===== config.mk =====
export PLATFORM = sky130hd
export DESIGN_NAME = serial_adder
export DESIGN_NICKNAME = d
export VERILOG_FILES = /design/src/rtl/serial_adder_pkg.sv /design/src/rtl/serial_adder_fa_cell.sv /design/src/rtl/serial_adder.sv
export SDC_FILE = /design/constraint.sdc
export NUM_CORES = 1
export LEC_CHECK = 0
export BUFFER_PORTS_ARGS = -buffer_cell sky130_fd_sc_hd__clkbuf_2
export CAP_MARGIN = 10
export CELL_PAD_IN_SITES_DETAIL_PLACEMENT = 0
export CELL_PAD_IN_SITES_GLOBAL_PLACEMENT = 1
export CORE_MARGIN = 3
export CORE_UTILIZATION = 39
export CTS_CLUSTER_SIZE = 10
export DETAILED_ROUTE_END_ITERATION = 7
export PLACE_DENSITY = 0.71
export SLEW_MARGIN = 20
export SYNTH_ARGS = -nofsm -noshare
export SYNTH_HDL_FRONTEND = slang
export SYNTH_SLANG_ARGS = --single-unit

===== constraint.sdc =====
create_clock -name clk -period 1.6 [get_ports clk]
set_input_delay 0.16 -clock clk [delete_from_list [all_inputs] [get_ports clk]]
set_output_delay 0.16 -clock clk [all_outputs]
set_load 0.01 [all_outputs]

===== src/rtl/serial_adder_pkg.sv =====
// Shared definitions for the digit-serial adder: FSM state encoding and
// helpers that size the step counter from WIDTH/DIGIT.
package serial_adder_pkg;

  localparam logic [1:0] S_IDLE = 2'd0;
  localparam logic [1:0] S_RUN  = 2'd1;
  localparam logic [1:0] S_DONE = 2'd2;

  typedef enum logic [1:0] {
    ST_IDLE = S_IDLE,
    ST_RUN  = S_RUN,
    ST_DONE = S_DONE
  } state_t;

  // Number of digit steps needed for a full-width result.
  function automatic int calc_steps(input int width, input int digit);
    return width / digit;
  endfunction

  // Counter width; at least one bit so STEPS=1 still has a legal counter.
  function automatic int cnt_width(input int steps);
    return (steps > 1) ? $clog2(steps) : 1;
  endfunction

endpackage


===== src/rtl/serial_adder_fa_cell.sv =====
// 1-bit full adder cell used to build the per-cycle digit chain.
//  x, y : operand bits
//  ci   : carry in
//  s    : sum bit
//  co   : carry out
module fa_cell (
  input  logic x,
  input  logic y,
  input  logic ci,
  output logic s,
  output logic co
);

  assign s  = x ^ y ^ ci;
  assign co = (x & y) | (ci & (x ^ y));

endmodule


===== src/rtl/serial_adder.sv =====
// Digit-serial add/subtract unit. DIGIT bits are summed per clock through a
// chain of fa_cell instances; a WIDTH-bit result completes in WIDTH/DIGIT
// RUN cycles and is announced by a one-cycle done pulse.
//  clk, rst_n        : clock, async active-low reset
//  start             : request, accepted when ready=1
//  sub               : 0 a+b+ci, 1 a-b-ci (ci is borrow-in)
//  a, b, ci          : operands, captured on accept
//  ready / busy      : can accept / operation in progress
//  done              : result outputs just updated
//  sum, co, ovf      : result, carry-out (sub: 1 = no borrow), signed overflow
module serial_adder
  import serial_adder_pkg::*;
#(
  parameter int WIDTH = 8,
  parameter int DIGIT = 1
) (
  input  logic             clk,
  input  logic             rst_n,
  input  logic             start,
  input  logic             sub,
  input  logic [WIDTH-1:0] a,
  input  logic [WIDTH-1:0] b,
  input  logic             ci,
  output logic             ready,
  output logic             busy,
  output logic             done,
  output logic [WIDTH-1:0] sum,
  output logic             co,
  output logic             ovf
);

  localparam int STEPS = calc_steps(WIDTH, DIGIT);
  localparam int CW    = cnt_width(STEPS);

  state_t           r_state, w_state_nxt;
  logic [WIDTH-1:0] r_opa, r_opb, r_res, r_sum;
  logic [CW-1:0]    r_cnt;
  logic             r_carry, r_co, r_ovf;

  logic [DIGIT:0]   w_c;
  logic [DIGIT-1:0] w_s;
  logic [WIDTH-1:0] w_res_nxt;
  logic             w_accept, w_last, w_ready;

  // Carry chain across the digit; w_c[0] is the carry held between cycles.
  assign w_c[0] = r_carry;
  for (genvar i = 0; i < DIGIT; i++) begin : g_fa
    fa_cell u_fa (
      .x  (r_opa[i]),
      .y  (r_opb[i]),
      .ci (w_c[i]),
      .s  (w_s[i]),
      .co (w_c[i+1])
    );
  end

  // New digit enters from the MSB side so the LSB digit ends up at bit 0.
  assign w_res_nxt = WIDTH'({w_s, r_res} >> DIGIT);

  assign w_ready  = (r_state == ST_IDLE) || (r_state == ST_DONE);
  assign w_accept = start & w_ready;
  assign w_last   = (r_state == ST_RUN) && (r_cnt == CW'(STEPS - 1));

  always_ff @(posedge clk or negedge rst_n) begin
    if (!rst_n) r_state <= ST_IDLE;
    else        r_state <= w_state_nxt;
  end

  always_comb begin
    w_state_nxt = r_state;
    case (r_state)
      ST_IDLE: if (start)  w_state_nxt = ST_RUN;
      ST_RUN:  if (w_last) w_state_nxt = ST_DONE;
      ST_DONE: w_state_nxt = start ? ST_RUN : ST_IDLE;
      default: w_state_nxt = ST_IDLE;
    endcase
  end

  always_ff @(posedge clk or negedge rst_n) begin
    if (!rst_n) begin
      r_opa   <= '0;
      r_opb   <= '0;
      r_res   <= '0;
      r_cnt   <= '0;
      r_carry <= 1'b0;
      r_sum   <= '0;
      r_co    <= 1'b0;
      r_ovf   <= 1'b0;
    end else if (w_accept) begin
      // Subtraction as a + ~b + ~ci: invert B and the borrow once up front.
      r_opa   <= a;
      r_opb   <= b ^ {WIDTH{sub}};
      r_carry <= ci ^ sub;
      r_cnt   <= '0;
      r_res   <= '0;
    end else if (r_state == ST_RUN) begin
      r_opa   <= r_opa >> DIGIT;
      r_opb   <= r_opb >> DIGIT;
      r_res   <= w_res_nxt;
      r_carry <= w_c[DIGIT];
      r_cnt   <= r_cnt + CW'(1);
      if (w_last) begin
        r_sum <= w_res_nxt;
        r_co  <= w_c[DIGIT];
        // On the last step the top cell of the chain is the result MSB.
        r_ovf <= w_c[DIGIT-1] ^ w_c[DIGIT];
      end
    end
  end

  assign ready = w_ready;
  assign busy  = (r_state == ST_RUN);
  assign done  = (r_state == ST_DONE);
  assign sum   = r_sum;
  assign co    = r_co;
  assign ovf   = r_ovf;

endmodule


==> results by group <==
Setup path
  – Critical-path top delay cell: dfrtp_1
  – Most Frequent Cell on Critical Path: ha_1
  – Critical path origin: r_cnt[0]
  – CP Data Required Time: 1.78 ns
  – Flop2flop setup slack: 0.08 ns
  – CP arrival: 1.69 ns
  – Slowest Stage Delay on Critical Path: 0.39 ns
  – Max FO, Critical Path: 12
  – R2r startpoint: r_cnt[0]
  – Critical path class: register to register
  – Setup crit start kind: register
  – FF-to-FF End: sum[7]
  – Chain of cells forming the critical path: ha_1 > ha_1 > nand3b_1 > buf_12 > mux2_2
  – Crit path capture: sum[7]
  – Crit path capture type: register
  – R2R cell count: 5

Synth
  – #FFs+latches synth: 39
  – Register area share after synthesis: 57.7%
  – Yosys warning count: 0
  – Syn Inst Count: 130
  – Area of the mapped netlist: 1690 um^2
  – Asr flop ratio synth: 100%
  – Avg Cell Area, Syn: 13.0 um^2
  – Yosys top cell by area: dfrtp_1
  – Area share of the largest cell type after synthesis: 57.7%
  – Synth cell types: 23
  – Post-synth EDFFs: 0
  – Post-synth net total: 154
  – Most used DFF post-synth: dfrtp_1
  – Most common cell in the synthesized netlist: dfrtp_1
  – Synth cell count leaders: dfrtp_1 (39), a22o_1 (16), mux2_2 (10)
  – Top cells by area, synth: dfrtp_1 (58%), a22o_1 (8.3%), mux2_2 (6.7%)

Detailed routing
  – Vias/cell: 5.11
  – Drt pass-1 iters: 4
  – Initial DRC Count: 35
  – Routed via count: 1,108
  – DRC viols: 0
  – Final wirelength: 3.11 mm
  – Mean routed wirelength per cell: 14.3 um
  – Routed Antenna Nets: 0

STA
  – Fin. Hold Viols: 0
  – Hold Slack: 0.0778 ns
  – Skew final: 0.00675 ns
  – Setup TNS: 0 ns
  – Worst-Margin Slew: 0.523 ns
  – Crit path time final: 1.52 ns
  – Period utilisation layout: 94.8%
  – Slew HR: 65.1%
  – RSZ-0062 raised after global routing: false
  – Max Slew Vio Count: 0
  – Final setup viols: 0
  – FMAX: 660 MHz

GRT
  – First-pass GRT wire length: 5.38 mm
  – Vias in the first global route: 1,175
  – Global-route usage over all layers: 13.4%
  – Initial antenna violation count: 0
  – Largest net degree at the start of global routing: 27
  – GRT overflow: 0

Power and ir drop
  – PwrDens: 1990 nW/um^2
  – Leak: 1.06 nW
  – Max VDD drop: 0.769 mV

Floorplanning
  – Rows: 23
  – Die W: 71.9 um
  – DIE HEIGHT: 71.9 um
  – Initial Util: 41.4%
  – Die area: 5160 um^2
  – Ports: 34
  – Core Box Area: 4090 um^2

Placed design
  – IO buf count: 33
  – Routability cong.: 0.707
  – Dpl hpwl: 2.25 mm

CTS
  – Clk pin slew, worst setup/hold paths: 0.07 ns
  – Postcts setup bufs: 0
  – Root Driver: clkbuf_8
  – CTS Buffer Depth: 2
  – CTS buffer count: 5
  – Worst skew pair latency: 0.29 ns
  – CTS tree: done
  – CTS HTree Levels: 2
  – Clock sink count: 39

Cells and area
  – Layout cells sized above 1: 34.1%
  – Ant diodes: 0
  – Fillers: 370
  – Final core utilization: 50.5%
  – Fin nets: 190
  – Area Overhead vs Synth: 22.0%

Run
  – Maxcap violations: 0

Status
  – Outcome: finished clean

Min path
  – Min-delay worst type: primary input to register
worst max-delay path: cells and delay by family, from the launching register on:
| family | cells | cell delay [ns] |
|---|---|---|
| simple gates | 1 | 0.14 |
| fa+ha+maj | 2 | 0.40 |
| buf+inv | 1 | 0.15 |
| flops | 1 | 0.39 |
| mux | 1 | 0.33 |
placed cells by master (no fill, tap or decap), drive strengths merged, types with 4 or more instances in the layout:
master,synthesis,routed
o21ai,8,8
xnor2,4,4
mux2i,7,7
a21o,5,5
xor2,6,6
clkbuf,2,39
mux2,10,10
nor2,4,4
nand2,8,8
a22o,16,16
buf,7,4
dfrtp,39,39
stage by stage:
stage | power [mW] | setup WS [ns] | cell area, um^2 | std cells
finish | 4.10 | 0.0839 | 2060 | 217
global route | 4.40 | 0.00995 | 2060 | 217
CTS | 4.12 | 0.0173 | 2050 | 217
detailed placement | 3.26 | 0.0511 | 1920 | 208
global placement | 3.18 | 0.0867 | 1920 | 208
floorplan | 2.84 | 0.0728 | 1690 | 130
kinds of logic (layout without fill, tap and decap cells):
group / Yosys count / after routing / share of synthesized area (%)
buffers and inverters: 11 / 48 / 3.85
AOI/OAI and AO/OA: 33 / 33 / 15.1
adders and majority gates: 3 / 3 / 2.66
DFF: 39 / 39 / 57.7
and+or+nand+nor: 17 / 17 / 4.73
muxes: 17 / 17 / 10.8
xor gates and xnor gates: 10 / 10 / 5.18
routing by layer:
metal	routed length (um)	global-route usage, %
met3	180	4.63
met4	45	5.01
met2	1450	20.8
met5	0	0
met1	1430	17.4
layout make-up:
type                            count  area (um^2)  share of cell area, %
Sequential cell                    39          976                   47.3
Clock buffer                        6         82.6                   4.00
Tap cell                           50         62.6                   3.03
Inverter                            2         7.51                  0.364
Clock inverter                      2         35.0                   1.70
Multi-Input combinational cell     80          663                   32.1
Timing Repair Buffer               38          238                   11.5
sequential cells by signal, summed over array words and instances, names as in the netlist:
register,cells
r_res,7
r_cnt,3
r_carry,1
r_state,2
r_opa,8
r_opb,8
co,1
ovf,1
sum,8
how the worst min path moves through the flow:
stage	to	slack (ns)	startpoint	cells past startpoint
after floorplan	co	-0.14	rst_n	0
after global placement	sum[7]	0.15	rst_n	1
after detailed placement	sum[7]	0.16	rst_n	1
after CTS	r_opa[6]	0.07	a[6]	3
after global routing	r_opa[5]	0.09	a[5]	3
final	r_opa[6]	0.08	a[6]	3
timing repair:
action	in CTS	in global routing
gates resized for setup	1	3
hold buffers	1	0
endpoints found under the setup margin	1	21
endpoints found under the hold margin	19	0
power by group:
part           internal, mW  switching, mW
sequential             1.44          0.281
combinational         0.823          0.727
clock                 0.504          0.332
No activity file was read; power rests on OpenSTA's default activity.
